`config.mk`:
```
export PLATFORM = sky130hd
export DESIGN_NAME = branch_redirect_ctrl
export DESIGN_NICKNAME = d
export VERILOG_FILES = /design/src/rtl/riscv_branch_pkg.sv /design/src/rtl/branch_stat_counter.sv /design/src/rtl/branch_redirect_ctrl.sv
export SDC_FILE = /design/constraint.sdc
export NUM_CORES = 1
export LEC_CHECK = 0
export BUFFER_PORTS_ARGS = -buffer_cell sky130_fd_sc_hd__clkbuf_2
export CAP_MARGIN = 20
export CORE_ASPECT_RATIO = 1.4
export CORE_MARGIN = 4
export CORE_UTILIZATION = 30
export DETAILED_ROUTE_END_ITERATION = 6
export PLACE_DENSITY = 0.67
export RECOVER_POWER = 50
export SYNTH_ARGS = -nofsm -noshare
export SYNTH_HDL_FRONTEND = slang
export SYNTH_SLANG_ARGS = --single-unit
export TNS_END_PERCENT = 20
```
`constraint.sdc`:
```
create_clock -name clk -period 5.1 [get_ports clk]
set_input_delay 0.255 -clock clk [delete_from_list [all_inputs] [get_ports clk]]
set_output_delay 0.255 -clock clk [all_outputs]
set_load 0.03 [all_outputs]
```
`src/rtl/riscv_branch_pkg.sv`:
```
// rtl/riscv_branch_pkg.sv - shared types and funct3 encodings for branch redirect control
//
// Contents:
//   br_state_t       redirect sequencer states (IDLE, REDIRECT, FLUSH)
//   F3_*             RV32I conditional-branch funct3 encodings
//   F3_ILLEGAL_SAFE  funct3 presented to branch_control when no legal branch is qualified
//   f3_is_legal()    1 for the six conditional-branch encodings, 0 for 010/011
package riscv_branch_pkg;

    typedef enum logic [1:0] {
        IDLE     = 2'd0,
        REDIRECT = 2'd1,
        FLUSH    = 2'd2
    } br_state_t;

    localparam logic [2:0] F3_BEQ          = 3'b000;
    localparam logic [2:0] F3_BNE          = 3'b001;
    localparam logic [2:0] F3_BLT          = 3'b100;
    localparam logic [2:0] F3_BGE          = 3'b101;
    localparam logic [2:0] F3_BLTU         = 3'b110;
    localparam logic [2:0] F3_BGEU         = 3'b111;
    localparam logic [2:0] F3_ILLEGAL_SAFE = 3'b010;

    // 010 and 011 are the only unused funct3 values in the branch opcode space.
    function automatic logic f3_is_legal(input logic [2:0] f3);
        return (f3[2:1] != 2'b01);
    endfunction

endpackage

```
`src/rtl/branch_stat_counter.sv`:
```
// rtl/branch_stat_counter.sv - saturating event counter for branch statistics
//
// Ports:
//   clk    in   1  rising-edge clock
//   rst_n  in   1  asynchronous active-low reset, clears count
//   inc    in   1  add one this cycle (ignored once count is all-ones)
//   count  out  W  current count, sticks at all-ones
module branch_stat_counter #(
    parameter int W = 16
) (
    input  logic         clk,
    input  logic         rst_n,
    input  logic         inc,
    output logic [W-1:0] count
);

    always_ff @(posedge clk or negedge rst_n) begin
        if (!rst_n) begin
            count <= '0;
        end else if (inc && (count != {W{1'b1}})) begin
            count <= count + 1'b1;
        end
    end

endmodule

```
`src/rtl/branch_redirect_ctrl.sv`:
```
// rtl/branch_redirect_ctrl.sv - taken-branch resolution, fetch redirect and wrong-path flush
//
// Optional feature macro: BRANCH_STATS_EN (adds saturating stat_total / stat_taken counters;
// without it both outputs are tied to zero and no counter flops exist).
//
// Ports:
//   clk, rst_n                         clock, asynchronous active-low reset
//   ex_valid, ex_is_branch, ex_funct3  EX-stage branch qualification
//   ex_rs1, ex_rs2, ex_target          EX operands and computed target
//   b_control, r1, r2                  to branch_control comparator
//   branch_sel                         from branch_control, 1 = condition true
//   redirect_valid/_pc/_ready          redirect handshake to fetch
//   flush_ifid, flush_idex             wrong-path flush of IF/ID and ID/EX
//   busy                               sequencer not idle; EX results are wrong-path
//   misalign_err                       one-cycle pulse for a taken, misaligned target
//   stat_total, stat_taken             branch statistics
module branch_redirect_ctrl
    import riscv_branch_pkg::*;
#(
    parameter int XLEN         = 32,
    parameter int FLUSH_CYCLES = 2,
    parameter int CNT_W        = 16
) (
    input  logic             clk,
    input  logic             rst_n,
    input  logic             ex_valid,
    input  logic             ex_is_branch,
    input  logic [2:0]       ex_funct3,
    input  logic [XLEN-1:0]  ex_rs1,
    input  logic [XLEN-1:0]  ex_rs2,
    input  logic [XLEN-1:0]  ex_target,
    output logic [2:0]       b_control,
    output logic [XLEN-1:0]  r1,
    output logic [XLEN-1:0]  r2,
    input  logic             branch_sel,
    output logic             redirect_valid,
    output logic [XLEN-1:0]  redirect_pc,
    input  logic             redirect_ready,
    output logic             flush_ifid,
    output logic             flush_idex,
    output logic             busy,
    output logic             misalign_err,
    output logic [CNT_W-1:0] stat_total,
    output logic [CNT_W-1:0] stat_taken
);

    localparam logic [3:0] FLUSH_LOAD = (FLUSH_CYCLES == 0) ? 4'd0 : 4'(FLUSH_CYCLES - 1);

    br_state_t  state_q, state_d;
    logic [3:0] cnt_q, cnt_d;

    logic qualified;
    logic legal;
    logic taken;
    logic aligned;
    logic handshake;

    // Only an idle sequencer looks at EX; anything arriving while busy is wrong-path.
    assign qualified = ex_valid & ex_is_branch & (state_q == IDLE);
    assign legal     = f3_is_legal(ex_funct3);
    assign taken     = qualified & legal & branch_sel;
    assign aligned   = (ex_target[1:0] == 2'b00);
    assign handshake = (state_q == REDIRECT) & redirect_ready;

    // Steer the comparator to a harmless encoding unless a legal branch is being resolved.
    assign b_control = (qualified && legal) ? ex_funct3 : F3_ILLEGAL_SAFE;
    assign r1        = ex_rs1;
    assign r2        = ex_rs2;

    always_comb begin
        state_d = state_q;
        cnt_d   = cnt_q;
        unique case (state_q)
            IDLE: begin
                if (taken && aligned) begin
                    state_d = REDIRECT;
                end
            end
            REDIRECT: begin
                if (redirect_ready) begin
                    if (FLUSH_CYCLES == 0) begin
                        state_d = IDLE;
                    end else begin
                        state_d = FLUSH;
                        cnt_d   = FLUSH_LOAD;
                    end
                end
            end
            FLUSH: begin
                if (cnt_q == 4'd0) begin
                    state_d = IDLE;
                end else begin
                    cnt_d = cnt_q - 4'd1;
                end
            end
            default: begin
                state_d = IDLE;
                cnt_d   = 4'd0;
            end
        endcase
    end

    always_ff @(posedge clk or negedge rst_n) begin
        if (!rst_n) begin
            state_q      <= IDLE;
            cnt_q        <= 4'd0;
            redirect_pc  <= '0;
            misalign_err <= 1'b0;
        end else begin
            state_q      <= state_d;
            cnt_q        <= cnt_d;
            misalign_err <= taken & ~aligned;
            if (taken && aligned) begin
                redirect_pc <= ex_target;
            end
        end
    end

    // Outputs are pure decodes of the state register, so they change only on clock edges.
    assign redirect_valid = (state_q == REDIRECT);
    assign busy           = (state_q != IDLE);
    assign flush_ifid     = busy;
    assign flush_idex     = busy;

`ifdef BRANCH_STATS_EN
    branch_stat_counter #(.W(CNT_W)) u_stat_total (
        .clk   (clk),
        .rst_n (rst_n),
        .inc   (qualified & legal),
        .count (stat_total)
    );

    branch_stat_counter #(.W(CNT_W)) u_stat_taken (
        .clk   (clk),
        .rst_n (rst_n),
        .inc   (handshake),
        .count (stat_taken)
    );
`else
    assign stat_total = '0;
    assign stat_taken = '0;
`endif

endmodule

```
==> impl_metrics.csv <==
group,metric,value,unit
setup_path,worstSetupEndpointType,"register",
final_layout,multi_input_area,780.7,sq um
floorplan,start_util,0.3100,
clocking,cts_setup_buffers,0,
setup_path,setup.worst_path.class,"reg2reg",
synthesis,synth_area,0.002432,sq mm
sta,min_period_over_period,0.4952,
clocking,htree_levels,2,
sta,relSlewSlack,0.1978,
setup_path,crit_buf_inv,2,
sta,rsz0062_at_grt,"false",
setup_path,crit_family,"compound AO/OA/AOI/OAI gates",
floorplan,core,0.007845,sq mm
synthesis,postSynthCellCount,224,
clocking,cts_buffers,5,
final_layout,insertedDiodeCount,0,
synthesis,netlist.area_leader.share,0.4012,
global_route,grt_pass1_vias,1463,
drt,dr.pass1.iters,4,
synthesis,ys_ff_latch,39,
synthesis,ys_seq_area_frac,0.4012,
sta,clock.fmax,396.0,MHz
synthesis,avgSynthCellArea,10.86,sq um
global_route,antenna_found_initial,0,
placement,dpl.cell_count,333,
outcome,outcome,"finished, final reports clean",
sta,fin_tns_setup,0,ns
synthesis,synth.distinct_cells,27,
setup_path,path_cells,"inv_1 -> ha_1 -> and3_2 -> o2111ai_4 -> buf_16 -> a221oi_2 -> mux2_1",
placement,place_area,0.002316,sq mm
setup_path,cp.arrival,2.69,ns
setup_path,cp-start-kind,"register",
drt,drtIter0Drc,30,
clocking,cts_root_buf,"clkbuf_8",
floorplan,dieWidth,84.10,um
sta,setup_violations,0,
sta,worst-slew-pin-transition,1.203,ns
floorplan,io_pins,241,
setup_path,crit_required,5.27,ns
sta,clock_skew,0.002963,ns
synthesis,synth_most_common_cell,"buf_4",
final_layout,regArea,975.9,sq um
placement,dp_hpwl,3547,um
clocking,cts_tree,"yes",
power_and_ir_drop,power.density,578.4,mW/mm^2
synthesis,synth_edf_count,0,
synthesis,synth_warnings,0,
worst_hold_path,hold_path.class,"in2reg",
drt,routed_wl,4649,um
clocking,insertion_delay,0.28,ns
final_layout,stdcell_count,344,
setup_path,cpMaxStageDelayCell,"dfrtp_1",
setup_path,max_stage_delay,0.41,ns
synthesis,synthArstFlopShare,1.000,
clocking,cts.path.max_buffers,2,
global_route,grt_overflow,0,
power_and_ir_drop,ir_drop,0.1670,mV
final_layout,area_growth,1.697,%
drt,drtAntennaViolNets,0,
floorplan,fp.dieH,114.5,um
final_layout,fill_cells,824,
clocking,ctsResizeCount,0,
clocking,cts.reportedPaths.clkPinSlew,0.08,ns
final_layout,postLayoutCoreUtil,0.3153,
global_route,grt_max_degree,40,
clocking,cts_num_sinks,39,
global_route,grt.total_usage,0.09174,
sta,slew_violations,0,
drt,dr_total_vias,1453,
synthesis,yosys-top-cells-count,"99 x buf_4, 39 x dfrtp_1, 30 x mux2_2",
final_layout,final_area,0.002474,sq mm
final_layout,nets,354,
drt,drc,0,
synthesis,synth.largest_area_cell,"dfrtp_1",
synthesis,ys.flop_type,"dfrtp_1",
sta,hold_viol_final,0,
global_route,grt_pass1_wl,6996,um
drt,post_drt_wl_per_cell,13.51,um
run,maxCapViolations,0,
synthesis,synth.area.top_cells,"dfrtp_1 40%, buf_4 31%, mux2_2 14%",
setup_path,crit_path_max_fanout,19,
sta,period_minus_slack,2.525,ns
drt,vias_per_cell,4.224,
final_layout,drive_above_1_share,0.5000,
floorplan,die_area,0.009633,sq mm
placement,io_buffers,80,
power_and_ir_drop,p_leak,1.364,nW
placement,gp_congestion,0.8053,
floorplan,rows,38,
-- path summary, 6_finish.rpt --
kind                       slack, ns  depth (start not counted)           start         endpoint
setup / recovery                2.57                          7      state_q[0]       state_q[0]
hold / removal                  0.20                          2   ex_target[19]  redirect_pc[19]
setup reg to reg                2.57                          7      state_q[0]       state_q[0]
hold reg to reg                 0.49                          1  redirect_pc[1]   redirect_pc[1]
max in group asynchronous       2.82                          3           rst_n  redirect_pc[10]
min in group asynchronous       0.65                          2           rst_n  redirect_pc[18]
-- state kept, by name, indices dropped and copies added (netlist names) --
register      count
cnt_q             4
misalign_err      1
redirect_pc      32
state_q           2
-- what timing repair did --
| item | CTS | global route |
|---|---|---|
| setup endpoints to repair | 0 | 0 |
| hold buffers | 0 | 1 |
| hold endpoints to repair | 0 | 18 |
-- cell families after synthesis --
family | share of synthesized area
AO/OA/AOI/OAI | 0.04733
adder cells (fa/ha/maj) | 0.03086
buffers and inverters | 0.3256
flip-flops | 0.4012
multiplexers | 0.1435
other | 0.001542
AND/OR/NAND/NOR | 0.04990
-- cells in the final DEF (no fill, tap or decap), types with 2 or more instances in the layout --
master / count
nor3_1: 3
o21ai_0: 4
inv_1: 9
mux2_2: 30
nand2_1: 5
nand3_1: 2
nor2_1: 5
conb_1: 32
and2_1: 3
ha_1: 6
dfrtp_1: 39
clkbuf_2: 79
clkbuf_8: 6
a21oi_1: 2
clkbuf_1: 2
-- metal layers --
metal	part of all wire	up-vias	routed length (um)	global-route usage
li1	-	640	-	-
met1	0.30	669	1394	0.08159
met2	0.51	89	2348	0.1554
met3	0.11	55	531	0.03672
met4	0.081	0	376	0.08691
met5	0	-	0	0
-- report_power, final --
group / internal [mW] / switching, mW
Sequential: 0.422 / 0.0592
Combinational: 0.233 / 0.450
Clock: 0.158 / 0.109
Total: 0.813 / 0.618
-- stage by stage --
stage          setup WS, ns  power, mW  hold WS (ns)
6_report              2.575      1.431        0.1959
4_1_cts               2.391      1.457        0.1658
3_3_place_gp          2.543      1.156        0.4736
5_1_grt               2.387      1.528        0.1818
2_1_floorplan         3.249      1.112      -0.04059
3_5_place_dp          2.403      1.177        0.4705
-- area by class of cell --
type,count,area share
clock buffers,6,0.03338
clock inverters,2,0.01416
inverters,9,0.01366
multi-input cells,105,0.3156
flip-flops and latches,39,0.3945
well taps,100,0.05058
repair buffers,83,0.1780
-- worst reg2reg max path, cell delays in order, from the launching register on --
cell,delay [ns]
dfrtp_1,0.41
inv_1,0.11
ha_1,0.32
and3_2,0.27
o2111ai_4,0.36
buf_16,0.30
a221oi_2,0.29
mux2_1,0.35
(Power assumes the default switching activity.)
